==> src/rtl/counter_bcd_range_if.sv <==
// rtl/counter_bcd_range_if.sv - control/count bundle for the BCD range counter
interface counter_bcd_range_if #(
  parameter int DIGITS = 2
);
  logic                  en;
  logic                  up;
  logic                  ld;
  logic [4*DIGITS-1:0]   d;
  logic [4*DIGITS-1:0]   q;
  logic                  co;
  logic                  ld_err;

  modport master (
    output en, up, ld, d,
    input  q, co, ld_err
  );

  modport slave (
    input  en, up, ld, d,
    output q, co, ld_err
  );
endinterface

==> src/rtl/counter_bcd_range.sv <==
// rtl/counter_bcd_range.sv - multi-digit BCD up/down counter over MINV..MAXV with load and carry
module counter_bcd_range #(
  parameter int DIGITS = 2,
  parameter int MINV   = 0,
  parameter int MAXV   = 59
) (
  input  logic                  i_clk,
  input  logic                  i_rst,
  counter_bcd_range_if.slave    bus
);
  localparam int W = 4 * DIGITS;

  function automatic logic [W-1:0] to_bcd(input int v);
    logic [W-1:0] r;
    int t;
    r = '0;
    t = v;
    for (int i = 0; i < DIGITS; i++) begin
      r[4*i +: 4] = 4'(t % 10);
      t = t / 10;
    end
    return r;
  endfunction

  function automatic int from_bcd(input logic [W-1:0] b);
    int r;
    r = 0;
    for (int i = DIGITS - 1; i >= 0; i--) begin
      r = r * 10 + int'(b[4*i +: 4]);
    end
    return r;
  endfunction

  function automatic logic digits_ok(input logic [W-1:0] b);
    logic ok;
    ok = 1'b1;
    for (int i = 0; i < DIGITS; i++) begin
      if (b[4*i +: 4] > 4'd9) ok = 1'b0;
    end
    return ok;
  endfunction

  // Only called when Q < MAXV, so the top digit never carries out.
  function automatic logic [W-1:0] bcd_inc(input logic [W-1:0] b);
    logic [W-1:0] r;
    logic c;
    r = b;
    c = 1'b1;
    for (int i = 0; i < DIGITS; i++) begin
      if (c) begin
        if (b[4*i +: 4] == 4'd9) begin
          r[4*i +: 4] = 4'd0;
        end else begin
          r[4*i +: 4] = b[4*i +: 4] + 4'd1;
          c = 1'b0;
        end
      end
    end
    return r;
  endfunction

  // Only called when Q > MINV, so the top digit never borrows out.
  function automatic logic [W-1:0] bcd_dec(input logic [W-1:0] b);
    logic [W-1:0] r;
    logic c;
    r = b;
    c = 1'b1;
    for (int i = 0; i < DIGITS; i++) begin
      if (c) begin
        if (b[4*i +: 4] == 4'd0) begin
          r[4*i +: 4] = 4'd9;
        end else begin
          r[4*i +: 4] = b[4*i +: 4] - 4'd1;
          c = 1'b0;
        end
      end
    end
    return r;
  endfunction

  localparam logic [W-1:0] MIN_BCD = to_bcd(MINV);
  localparam logic [W-1:0] MAX_BCD = to_bcd(MAXV);

  logic [W-1:0] r_q;
  logic         r_ld_err;

  logic         w_at_max;
  logic         w_at_min;
  logic         w_ld_ok;
  logic [W-1:0] w_step;

  assign w_at_max = (r_q == MAX_BCD);
  assign w_at_min = (r_q == MIN_BCD);

  // A load is accepted only if it is well-formed BCD and inside the range.
  assign w_ld_ok  = digits_ok(bus.d) &&
                    (from_bcd(bus.d) >= MINV) && (from_bcd(bus.d) <= MAXV);

  // Next count value when stepping, including wrap at the range ends.
  always_comb begin
    w_step = r_q;
    if (bus.up) begin
      w_step = w_at_max ? MIN_BCD : bcd_inc(r_q);
    end else begin
      w_step = w_at_min ? MAX_BCD : bcd_dec(r_q);
    end
  end

  // Count register and load-reject flag; reset beats load beats count.
  always_ff @(posedge i_clk) begin
    if (i_rst) begin
      r_q      <= MIN_BCD;
      r_ld_err <= 1'b0;
    end else if (bus.ld) begin
      if (w_ld_ok) r_q <= bus.d;
      r_ld_err <= ~w_ld_ok;
    end else begin
      r_ld_err <= 1'b0;
      if (bus.en) r_q <= w_step;
    end
  end

  assign bus.q      = r_q;
  assign bus.ld_err = r_ld_err;
  assign bus.co     = bus.en & (bus.up ? w_at_max : w_at_min);
endmodule

==> src/flat_wrapper.sv <==
// flat-port wrapper written by rule: the top's interface ports become plain ports
module counter_bcd_range_flat 
#(
  parameter int DIGITS = 2,
  parameter int MINV   = 0,
  parameter int MAXV   = 59
)
  (i_clk, i_rst, bus_en, bus_up, bus_ld, bus_d, bus_q, bus_co, bus_ld_err);
  counter_bcd_range_if #(.DIGITS(DIGITS)) bus_i ();
  input  logic i_clk;
  input  logic i_rst;
  input wire logic [$bits(bus_i.en)-1:0] bus_en;
  input wire logic [$bits(bus_i.up)-1:0] bus_up;
  input wire logic [$bits(bus_i.ld)-1:0] bus_ld;
  input wire logic [$bits(bus_i.d)-1:0] bus_d;
  output wire logic [$bits(bus_i.q)-1:0] bus_q;
  output wire logic [$bits(bus_i.co)-1:0] bus_co;
  output wire logic [$bits(bus_i.ld_err)-1:0] bus_ld_err;
  assign bus_i.en = bus_en;
  assign bus_i.up = bus_up;
  assign bus_i.ld = bus_ld;
  assign bus_i.d = bus_d;
  assign bus_q = bus_i.q;
  assign bus_co = bus_i.co;
  assign bus_ld_err = bus_i.ld_err;
  counter_bcd_range #(.DIGITS(DIGITS), .MINV(MINV), .MAXV(MAXV)) u_core (.i_clk(i_clk), .i_rst(i_rst), .bus(bus_i));
endmodule
==> config.mk <==
export PLATFORM = sky130hd
export DESIGN_NAME = counter_bcd_range_flat
export DESIGN_NICKNAME = d
export VERILOG_FILES = /design/src/rtl/counter_bcd_range_if.sv /design/src/rtl/counter_bcd_range.sv /design/src/flat_wrapper.sv
export SDC_FILE = /design/constraint.sdc
export NUM_CORES = 1
export LEC_CHECK = 0
export ABC_CLOCK_PERIOD_IN_PS = 5500
export CAP_MARGIN = 5
export CORE_ASPECT_RATIO = 1.2
export CORE_MARGIN = 2
export CORE_UTILIZATION = 41
export DETAILED_ROUTE_END_ITERATION = 10
export MAX_ROUTING_LAYER = met4
export PLACE_DENSITY_LB_ADDON = 0.2
export REMOVE_ABC_BUFFERS = 1
export SLEW_MARGIN = 20
export SYNTH_ARGS = -nofsm -noshare
export SYNTH_HDL_FRONTEND = slang
export SYNTH_SLANG_ARGS = --single-unit
==> constraint.sdc <==
create_clock -name i_clk -period 5.5 [get_ports i_clk]
set_input_delay 0.55 -clock i_clk [delete_from_list [all_inputs] [get_ports i_clk]]
set_output_delay 0.55 -clock i_clk [all_outputs]
set_load 0.02 [all_outputs]
==> impl_metrics.json <==
{
  "cts-root-buf": "clkbuf_4",
  "synth-seq-cells": 9,
  "worst_slew_pin_slew_ps": 608,
  "ant_nets": 0,
  "layoutNonFillerInstCount": 207,
  "holdPathStages": 2,
  "avgSynthCellArea_um2": 8.04,
  "final_core_utilization_pct": 52.6,
  "rsz0062_at_grt": "no",
  "slew_viol_final": 0,
  "vias_per_cell": 6.08,
  "hold_violations": 0,
  "synth.largest_area_cell": "dfxtp_1",
  "wl_per_cell_um": 15.8,
  "hp-start": "u_core.bus.q[6]",
  "setup_tns_ps": 0,
  "setup_violations": 0,
  "coreArea_mm2": 0.00284,
  "antenna_found_initial": 0,
  "place_ws_ps": 1910,
  "die_h_um": 64.4,
  "cp_data_arrival_time_ps": 3470,
  "numCtsBuffers": 3,
  "dp.cells": 203,
  "ys_async_sr_fraction_pct": 0,
  "die_area_mm2": 0.00350,
  "post-cts-setup-buffers": 0,
  "place_hpwl_um": 2420,
  "relSlewSlack_pct": 59.3,
  "yosysMostFrequentCell": "nor2_1",
  "grt_usage_pct": 21.4,
  "clock_skew_ps": 3.55,
  "grt_pass1_vias": 1225,
  "holdWs_ps": 584,
  "synthDominantCellAreaShare_pct": 14.5,
  "portBuffers": 22,
  "hold_buffers": 0,
  "areaGrowthSynthToFinish_pct": 19.8,
  "cp-start-kind": "input port",
  "timing.fmax_mhz": 300,
  "reg2regPathDepth": 6,
  "critPathKind": "in -> reg",
  "status": "finished clean",
  "synth_edf_count": 0,
  "hold_class": "reg -> reg",
  "grt_max_degree": 18,
  "clock_path_buffers": 2,
  "pin_count": 23,
  "vias": 1258,
  "die_width_um": 54.3,
  "setup_ws_ps": 2170,
  "ys_seq_area_share_pct": 14.5,
  "gp_congestion": 0.859,
  "nets": 200,
  "r2r_start": "u_core.bus.q[0]",
  "pwr_density_cell_mw_per_mm2": 188,
  "worstReg2RegEnd": "u_core.bus.q[4]",
  "rows": 21,
  "grt_pass1_wl_um": 5590,
  "ys_types": 57,
  "max_cap_viol_count": 0,
  "synthTopCellsByArea": "dfxtp_1 (14%), ha_1 (11%), nor2_1 (4.2%)",
  "hold_end": "u_core.bus.q[6]",
  "clock_sinks": 9,
  "cts.clk_slew.worst_paths_ps": 60,
  "yosys_warnings": 0,
  "reg2reg_setup_slack_ps": 3280,
  "post-route-min-period_ps": 3330,
  "crit_path_end_kind": "flip-flop",
  "drt_iter0_drc": 28,
  "htree_levels": 1,
  "first_pass_iters": 4,
  "postSynthCellCount": 155,
  "cp_max_fo": 5,
  "wl_um": 3270,
  "synth_ff_type": "dfxtp_1",
  "cts_resized": 0,
  "start_util_pct": 43.9,
  "num_antenna_cells": 0,
  "cp.required_ps": 5640,
  "drive_gt1_share_pct": 6.36,
  "grt_overflow_total": 0,
  "leakage_nw": 0.569,
  "cts_tree": "yes",
  "clk_latency_ps": 260,
  "netlist_area_mm2": 0.00125,
  "final.period_utilization_pct": 60.5,
  "netlist_top_cells_count": "nor2_1 (14), nand2_1 (12), ha_1 (11)",
  "drcViolationCount": 0,
  "max-vdd-ir-drop_uv": 87.6
}
-- cells in the final DEF (no fill, tap or decap), types with 3 or more instances in the layout --
cell type,count
nor3_1,5
o21ai_0,5
nor2b_1,5
inv_1,9
nor2_1,14
o211ai_1,5
nand2_1,12
nand2b_1,3
clkbuf_4,3
nor3b_1,3
ha_1,11
a21oi_1,6
o31ai_1,3
nand3_1,5
mux2i_1,4
clkdlybuf4s50_1,22
dfxtp_1,9
-- metrics by stage --
| step | power, mW | instance area [um^2] |
|---|---|---|
| 3_3_place_gp | 0.224 | 1470 |
| 5_1_grt | 0.302 | 1490 |
| 2_1_floorplan | 0.178 | 1200 |
| 3_5_place_dp | 0.228 | 1470 |
| 4_1_cts | 0.279 | 1490 |
| 6_report | 0.280 | 1490 |
-- critical path, cell delays in order --
cell             delay (ps)
clkdlybuf4s50_1         520
ha_1                    370
ha_1                    220
fa_1                    520
nand2_1                  80
o41a_1                  390
and4_1                  260
a22oi_4                 230
mux2_1                  350
-- kinds of logic after synthesis --
logic type,after synthesis,share of synthesized area [%]
compound gates,46,31.5
xor+xnor,3,2.11
fa+ha+maj,13,14.3
buf+inv,18,6.43
flops,9,14.5
mux,6,5.02
simple gates,60,26.2
-- worst max path at each step --
| stage | start | to | depth (start not counted) |
|---|---|---|---|
| 2_1_floorplan | bus_d[5] | u_core.bus.q[0] | 8 |
| 3_3_place_gp | bus_d[5] | u_core.bus.q[3] | 9 |
| 3_5_place_dp | bus_d[5] | u_core.bus.q[3] | 9 |
| 4_1_cts | bus_d[5] | u_core.bus.q[3] | 9 |
| 5_1_grt | bus_up | bus_co | 6 |
| 6_report | bus_d[5] | u_core.bus.q[3] | 9 |
-- cell type report --
cell class | instances | area [um^2]
Clock buffer | 4 | 26.3
Fill cell | 279 | 1350
Inverter | 10 | 37.5
Multi-Input combinational cell | 128 | 986
Sequential cell | 9 | 180
Tap cell | 34 | 42.5
Timing Repair Buffer | 22 | 220
-- where the power goes --
| group | internal, mW | switching, mW |
|---|---|---|
| registers | 0.0718 | 0.0166 |
| clock network | 0.0280 | 0.0236 |
| logic | 0.0657 | 0.0747 |
| total | 0.165 | 0.115 |
-- routing by layer --
| layer | share of wire (%) | wire length (um) | global-route usage, % | vias up |
|---|---|---|---|---|
| met5 | 0 | 0 | - | - |
| met4 | 1.2 | 40 | 8.13 | 0 |
| met3 | 4.3 | 141 | 1.64 | 2 |
| met2 | 50 | 1630 | 34.0 | 43 |
| met1 | 45 | 1470 | 27.7 | 583 |
| li1 | - | - | - | 630 |
-- sequential cells by signal, summed over array words and instances, names as in the netlist --
register,flops
u_core.bus.ld_err,1
u_core.bus.q,8
Note: power is estimated with default switching activity, not from simulation.
